==> src/rtl/uart_ascii_pkg.sv <==
// Shared FSM state encoding and ASCII constants for the UART hex word sender.
// Imported by the sequencer and its nibble-to-ASCII converter.
package uart_ascii_pkg;

  typedef enum logic [2:0] {
    IDLE  = 3'd0,
    PFX0  = 3'd1,
    PFX1  = 3'd2,
    DIGIT = 3'd3,
    CR    = 3'd4,
    LF    = 3'd5
  } state_t;

  localparam logic [7:0] ASC_0  = 8'h30;
  localparam logic [7:0] ASC_X  = 8'h78;
  localparam logic [7:0] ASC_CR = 8'h0D;
  localparam logic [7:0] ASC_LF = 8'h0A;
  localparam logic [7:0] ASC_A  = 8'h41;

endpackage

==> src/rtl/uart_hex_word_sender_hex_to_ascii.sv <==
// Combinational nibble-to-ASCII converter (HEX_To_ASCII).
// Produces uppercase hex characters: 0..9 -> 8'h30..8'h39, A..F -> 8'h41..8'h46.
module uart_hex_word_sender_hex_to_ascii
  import uart_ascii_pkg::*;
(
  input  logic [3:0] nibble,
  output logic [7:0] ascii
);

  always_comb begin
    ascii = ASC_0;
    if (nibble < 4'd10) begin
      ascii = ASC_0 + {4'h0, nibble};
    end else begin
      ascii = ASC_A + {4'h0, nibble} - 8'd10;
    end
  end

endmodule

==> src/rtl/uart_hex_word_sender.sv <==
// Sends a captured binary word to a UART TX byte interface as ASCII hex text,
// optionally framed by a "0x" prefix and a CR LF terminator.
module uart_hex_word_sender
  import uart_ascii_pkg::*;
#(
  parameter int NIBBLES     = 8,
  parameter bit SEND_PREFIX = 1'b1,
  parameter bit SEND_CRLF   = 1'b1
) (
  input  logic                 clk,
  input  logic                 rst,
  input  logic                 start,
  input  logic [4*NIBBLES-1:0] data_in,
  output logic                 busy,
  output logic                 done,
  output logic [7:0]           tx_data,
  output logic                 tx_valid,
  input  logic                 tx_ready
);

  localparam int W  = 4 * NIBBLES;
  localparam int CW = $clog2(NIBBLES + 1);
  localparam logic [CW-1:0] LAST_DIGIT = CW'(NIBBLES - 1);

  state_t         state_reg, state_next;
  logic [W-1:0]   shift_reg, shift_next;
  logic [CW-1:0]  cnt_reg, cnt_next;
  logic [7:0]     tx_data_reg, tx_data_next;
  logic           tx_valid_reg;
  logic           busy_reg;
  logic           done_reg;
  logic [7:0]     digit_ascii;
  logic           transfer;

  assign transfer = tx_valid_reg & tx_ready;

  // The byte register is loaded with what the *next* state will present, so the
  // converter looks at the top nibble of the shift register as it will be then.
  uart_hex_word_sender_hex_to_ascii u_hex_to_ascii (
    .nibble (shift_next[W-1 -: 4]),
    .ascii  (digit_ascii)
  );

  always_comb begin
    state_next = state_reg;
    shift_next = shift_reg;
    cnt_next   = cnt_reg;
    unique case (state_reg)
      IDLE: begin
        if (start) begin
          shift_next = data_in;
          cnt_next   = '0;
          state_next = SEND_PREFIX ? PFX0 : DIGIT;
        end
      end
      PFX0: if (transfer) state_next = PFX1;
      PFX1: if (transfer) state_next = DIGIT;
      DIGIT: begin
        if (transfer) begin
          shift_next = shift_reg << 4;
          cnt_next   = cnt_reg + CW'(1);
          if (cnt_reg == LAST_DIGIT) begin
            cnt_next   = '0;
            state_next = SEND_CRLF ? CR : IDLE;
          end
        end
      end
      CR: if (transfer) state_next = LF;
      LF: if (transfer) state_next = IDLE;
      default: state_next = IDLE;
    endcase
  end

  always_comb begin
    tx_data_next = 8'h00;
    unique case (state_next)
      IDLE:    tx_data_next = 8'h00;
      PFX0:    tx_data_next = ASC_0;
      PFX1:    tx_data_next = ASC_X;
      DIGIT:   tx_data_next = digit_ascii;
      CR:      tx_data_next = ASC_CR;
      LF:      tx_data_next = ASC_LF;
      default: tx_data_next = 8'h00;
    endcase
  end

  always_ff @(posedge clk) begin
    if (rst) begin
      state_reg    <= IDLE;
      shift_reg    <= '0;
      cnt_reg      <= '0;
      tx_data_reg  <= 8'h00;
      tx_valid_reg <= 1'b0;
      busy_reg     <= 1'b0;
      done_reg     <= 1'b0;
    end else begin
      state_reg    <= state_next;
      shift_reg    <= shift_next;
      cnt_reg      <= cnt_next;
      tx_data_reg  <= tx_data_next;
      tx_valid_reg <= (state_next != IDLE);
      busy_reg     <= (state_next != IDLE);
      done_reg     <= (state_reg != IDLE) && (state_next == IDLE);
    end
  end

  assign tx_data  = tx_data_reg;
  assign tx_valid = tx_valid_reg;
  assign busy     = busy_reg;
  assign done     = done_reg;

endmodule

==> config.mk <==
export PLATFORM = sky130hd
export DESIGN_NAME = uart_hex_word_sender
export DESIGN_NICKNAME = d
export VERILOG_FILES = /design/src/rtl/uart_ascii_pkg.sv /design/src/rtl/uart_hex_word_sender_hex_to_ascii.sv /design/src/rtl/uart_hex_word_sender.sv
export SDC_FILE = /design/constraint.sdc
export NUM_CORES = 1
export LEC_CHECK = 0
export ABC_CLOCK_PERIOD_IN_PS = 5700
export BUFFER_PORTS_ARGS = -buffer_cell sky130_fd_sc_hd__buf_4
export CORE_UTILIZATION = 50
export CTS_CLUSTER_SIZE = 16
export DETAILED_ROUTE_END_ITERATION = 10
export GPL_TIMING_DRIVEN = 0
export HOLD_SLACK_MARGIN = 0.15
export PLACE_DENSITY = 0.81
export RECOVER_POWER = 50
export SKIP_LAST_GASP = 1
export SYNTH_ARGS = -nofsm -noshare
export SYNTH_HDL_FRONTEND = slang
export SYNTH_SLANG_ARGS = --single-unit
==> constraint.sdc <==
create_clock -name clk -period 5.7 [get_ports clk]
set_input_delay 0.57 -clock clk [delete_from_list [all_inputs] [get_ports clk]]
set_output_delay 0.57 -clock clk [all_outputs]
set_load 0.01 [all_outputs]
[Yosys cells after proc, flatten, opt, wreduce, memory -nomap -nowiden]
Index checks and enable logic that the tools add are counted.
Operators by class
  add/subtract/negate cells: 4
  order comparisons: 1
  eq/ne operators: 13
  muxes and demuxes: 17
  bitwise gates (word level): 1
  reductions and logical operators: 7
Operator list (count)
  $mux W32: 2
  $pmux W32 S2: 1
  $pmux W8 S5: 1
  $mux W3: 7
  $pmux W3 S6: 1
  $eq A3 B2 Y1 const B: 4
  $eq A3 B3 Y1 const B: 4
  $mux W4: 3
  $add A7 B4 Y8 const A: 1
  $mux W8: 1
  $pmux W4 S2: 1
  $sub A8 B4 Y8 const B: 1
  $add A6 B4 Y7 const A: 1
  $eq A3 B1 Y1 const B: 2
  $logic_not A3 Y1: 2
  $reduce_bool A3 Y1: 2
  $add A4 B1 Y4 const B: 1
  $eq A4 B3 Y1 const B: 1
  $lt A4 B4 Y1 const B: 1
  $ne A2 B2 Y1 const B: 2
  $reduce_and A3 Y1: 1
  $reduce_bool A2 Y1: 1
  $and A1 B1 Y1: 1
  $logic_and A1 B1 Y1: 1
Word-level totals
  flip-flop bits (word level): 49
  input port bits: 36
  output and inout port bits: 11
  logic and storage cells: 50

[Depth between registers and ports, before layout]
  word-level depth: 7
  gate-level depth with buffers: 10
  depth with buffers taken out: 8

[Cells and area by module]
From an unflattened synthesis, not the netlist that was laid out.
Unflattened totals
  cell total of the unflattened synthesis: 258
  area total of the unflattened synthesis: 2178.3 um^2
By module, submodules not included
  uart_hex_word_sender: times used 1, cells each 242, area each 2073.2 um^2, sequential area each 980.9 um^2
  uart_hex_word_sender_hex_to_ascii: times used 1, cells each 16, area each 105.1 um^2, sequential area each 0.0 um^2

[Worst setup path after synthesis]
Ideal clock, no wire load.
  path type: input to register
  start point: in tx_ready
  end point: reg tx_data_reg[4], in the netlist tx_data[4]
  library setup time: 0.117 ns
  arrival: 1.863 ns
  required time: 5.583 ns
  path slack: 3.720 ns
  cell stages on the path: 8
  buffers on the path: 1
  cells stage by stage: and2_1 > a21oi_2 > clkbuf_1 > a21oi_2 > ha_1 > nor2_1 > o21ai_1 > a22o_1
On the way
  longest elaborated chain between the ends: 7
  elaborated cells between the ends (all ways): 20
  those cells by class: add/sub (3); order compare (1); eq/ne (5); mux (10); bitwise (1)
RTL lines
  start: declaration: RTL line uart_hex_word_sender.sv:18  | input logic tx_ready
  $and A1 B1 Y1 (*): RTL line uart_hex_word_sender.sv:35  | assign transfer = tx_valid_reg & tx_ready;
  $mux W32: RTL line uart_hex_word_sender.sv:59  | if (transfer) begin
  $pmux W32 S2: RTL line uart_hex_word_sender.sv:48  | unique case (state_reg)
  $add A7 B4 Y8: RTL line uart_hex_word_sender_hex_to_ascii.sv:15  | ascii = ASC_A + {4'h0, nibble} - 8'd10;
  $sub A8 B4 Y8: RTL line uart_hex_word_sender_hex_to_ascii.sv:15
  $mux W8: RTL line uart_hex_word_sender_hex_to_ascii.sv:12  | if (nibble < 4'd10) begin
  $pmux W8 S5 (*): RTL line uart_hex_word_sender.sv:76  | unique case (state_next)
  end signal: assignment: RTL line uart_hex_word_sender.sv:100  | tx_data_reg <= tx_data_next;
  end: declaration: RTL line uart_hex_word_sender.sv:28  | logic [7:0] tx_data_reg, tx_data_next;
Every way passes the cells marked *; elsewhere a longest branch is shown, timed or not. The select of a mux whose other input is x is not followed.
A chain may end at the register's enable or synchronous reset.

[Worst setup path in the final report]
  start point: reg state_reg[0]
  end point: reg tx_data_reg[6], in the netlist tx_data[6]
On the way
  longest elaborated chain between the ends: 6
  elaborated cells between the ends (all ways): 26
  those cells by class: add/sub (3); order compare (1); eq/ne (10); mux (11); reduce/logical (1)
RTL lines
  start: declaration: RTL line uart_hex_word_sender.sv:25  | state_t state_reg, state_next;
  start signal: assignment: RTL line uart_hex_word_sender.sv:97  | state_reg <= state_next;
  $eq A3 B2 Y1 / $logic_not A3 Y1 (equally long branches): RTL line uart_hex_word_sender.sv:48
  $pmux W32 S2: RTL line uart_hex_word_sender.sv:48
  $add A7 B4 Y8: RTL line uart_hex_word_sender_hex_to_ascii.sv:15
  $sub A8 B4 Y8: RTL line uart_hex_word_sender_hex_to_ascii.sv:15
  $mux W8: RTL line uart_hex_word_sender_hex_to_ascii.sv:12
  $pmux W8 S5 (*): RTL line uart_hex_word_sender.sv:76
Every way passes the cells marked *; elsewhere a longest branch is shown, timed or not.

==> flow_summary.ini <==
[finish]
largest_register_ffs = 32
nNetsFinal = 341
final_area_mm2 = 0.00251
area_growth_pct = 20.1
antennaDiodeCount = 0
fin_cells = 354
drive_gt1_share_pct = 15.8

[synth]
ys_warn_count = 0
synthTopCellsByArea = dfxtp_1, a21oi_1, a22oi_1, nand2_1, nor2_1
synth_top_area_share_pct = 45.9
yosysSeqAreaShare_pct = 45.9
synthesis.area_mm2 = 0.00209
synth_cell_types = 36
postSynth.asyncResetShare_pct = 0
netlist_top_cells_count = dfxtp_1, a21oi_1, nand2_1, a22oi_1, nor2_1
post-synth-top-count-cell = dfxtp_1
synth_edf_count = 0
synth_ff_type = dfxtp_1
synth_fp_nets = 289
synth_cells = 251
ys_ff_latch = 48
yosysTopAreaCell = dfxtp_1
syn_avg_cell_area_um2 = 8.34

[power_and_ir_drop]
peakVddDrop_mv = 0.135
leakagePower_nw = 0.961
power_density_mw_per_mm2 = 263
power.total_mw = 0.662

[floorplanning]
rows = 23
initial_utilization_pct = 52.4
die_x_um = 66.7
ios = 47
die-area_mm2 = 0.00445
core_mm2 = 0.00400
dieHeight_um = 66.7

[cts]
post_cts_resize_count = 0
htreeDepth = 2
cts_hold_buf = 0
cts_buffer_depth = 2
clkTransAtPathRegs_ns = 0.08
cts_root_buf = clkbuf_8
postCtsSetupBuffers = 0
clock_latency_ns = 0.30
numClockSinks = 48
cts_tree = yes
cts_inserted_buffers = 5

[detailed_routing]
num_vias = 1976
post-route-drc-count = 0
wire_per_inst_um = 13.6
drtPass1Iterations = 4
avgViaCountPerCell = 5.58
first_iter_violations = 142
wl_mm = 4.80
final_antenna_net_count = 0

[sta]
fmax_mhz = 338
fin_crit_ns = 2.96
finalHoldViolCount = 0
grt_setup_unrepaired = no
fin_ws_ns = 2.74
min_period_over_period_pct = 51.9
setup_viol = 0
tns_ns = 0
drv_slew = 0
skew_ns = 0.00401
tightest_slew_ns = 0.928
relSlewSlack_pct = 37.2

[setup_path]
start_kind = flip-flop
crit_chain = clkbuf_1 > nor4b_1 > a21oi_1 > clkbuf_1 > a21oi_1 > ha_1 > nor2_1 > o21ai_1 > a211oi_1
rrSetupSlack_ns = 2.74
crit_path_max_incr_delay_ns = 0.85
cp-end-kind = flip-flop
crit_fanout = 10
arrival_ns = 3.13
critPathSlowestCell = nor4b_1
crit_required_ns = 5.87
criticalPathCategory = reg2reg

[grt]
grtUsageTotal_pct = 23.3
antenna_found_initial = 0
overflow = 0
grt_pass1_vias = 1730
grt_pass1_wl_mm = 7.72
grt_max_degree = 15

[place]
gp_congestion = 0.889
numPortBuffers = 45
post_dp_cell_area_mm2 = 0.00249
dpl.hpwl_mm = 3.54
pre_cts_slack_ns = 3.27
dp_cells = 346

[worst_hold_path]
hold_path_class = reg2reg

[run]
cap_violations = 0

[run_status]
status = completed
cells by family after synthesis:
logic type,Yosys count,synth area share [%]
and+or+nand+nor,89,20.5
xor gates and xnor gates,3,1.25
muxes,2,0.956
AOI/OAI and AO/OA,84,25.3
adders and majority gates,2,1.19
DFF,48,45.9
buffers and inverters,22,4.78
other,1,0.179
worst paths after layout:
check,start,depth (start not counted),to
worst max register to register,state_reg[0]$_SDFF_PP0_,9,tx_data[6]$_SDFF_PP0_
worst max-delay path,state_reg[0]$_SDFF_PP0_,9,tx_data[6]$_SDFF_PP0_
worst min register to register,shift_reg[19]$_SDFFE_PP0P_,2,shift_reg[19]$_SDFFE_PP0P_
worst min-delay path,shift_reg[19]$_SDFFE_PP0P_,2,shift_reg[19]$_SDFFE_PP0P_
final cells by class:
class                   instances  area (um^2)
clock inverters                 1         8.76
plain buffers                  20         87.6
multi-input cells             181         1010
fillers                       387         1490
inverters                       2         7.51
clock buffers                   7         76.3
repair buffers                 45          304
well taps                      50         62.6
flip-flops and latches         48          961
where the power goes:
part | switching [mW] | internal (mW) | total [mW]
clock | 0.111 | 0.0878 | 0.199
sequential | 0.00830 | 0.353 | 0.361
combinational | 0.0550 | 0.0466 | 0.102
metrics by stage:
stage                     utilization (%)  hold slack (ns)
final                                62.9            0.456
after global routing                 62.9            0.471
after CTS                            64.5            0.460
after detailed placement             62.4            0.448
after global placement               62.4            0.442
after floorplan                         -            0.436
critical path, delay by kind of cell, from the launching register on:
| family | cells | cell delay, ns |
|---|---|---|
| AO/OA/AOI/OAI | 4 | 0.88 |
| buffers and inverters | 2 | 0.51 |
| AND/OR/NAND/NOR | 2 | 0.90 |
| adder cells (fa/ha/maj) | 1 | 0.23 |
| flip-flops | 1 | 0.30 |
cell usage in the layout, fill, tap and decap left out, drive strengths merged:
cell | netlist | layout
dfxtp | 48 | 48
buf | 13 | 44
a21oi | 42 | 42
nand2 | 40 | 40
clkbuf | 7 | 28
a22oi | 24 | 24
nor2 | 20 | 20
and2 | 7 | 7
nand3b | 7 | 7
nand3 | 7 | 7
o21ai | 7 | 7
a221o | 4 | 4
nor4b | 2 | 2
a22o | 2 | 2
inv | 2 | 2
or3 | 2 | 2
nor2b | 2 | 2
mux2i | 2 | 2
xnor2 | 2 | 2
ha | 2 | 2
and3b | 1 | 1
nand2b | 1 | 1
o31ai | 1 | 1
a211oi | 1 | 1
xor2 | 1 | 1
o22ai | 1 | 1
a31oi | 1 | 1
a21o | 1 | 1
conb | 1 | 1
clkinv | 0 | 1
per-layer routing:
layer  vias to the layer above  routed length, um  GRT usage (%)
met2                        52               2430           40.2
met4                         0                 67           12.0
li1                        985                  -              -
met3                         8                244           4.45
met5                         -                  0              0
met1                       931               2060           27.0
(Power assumes the default switching activity.)
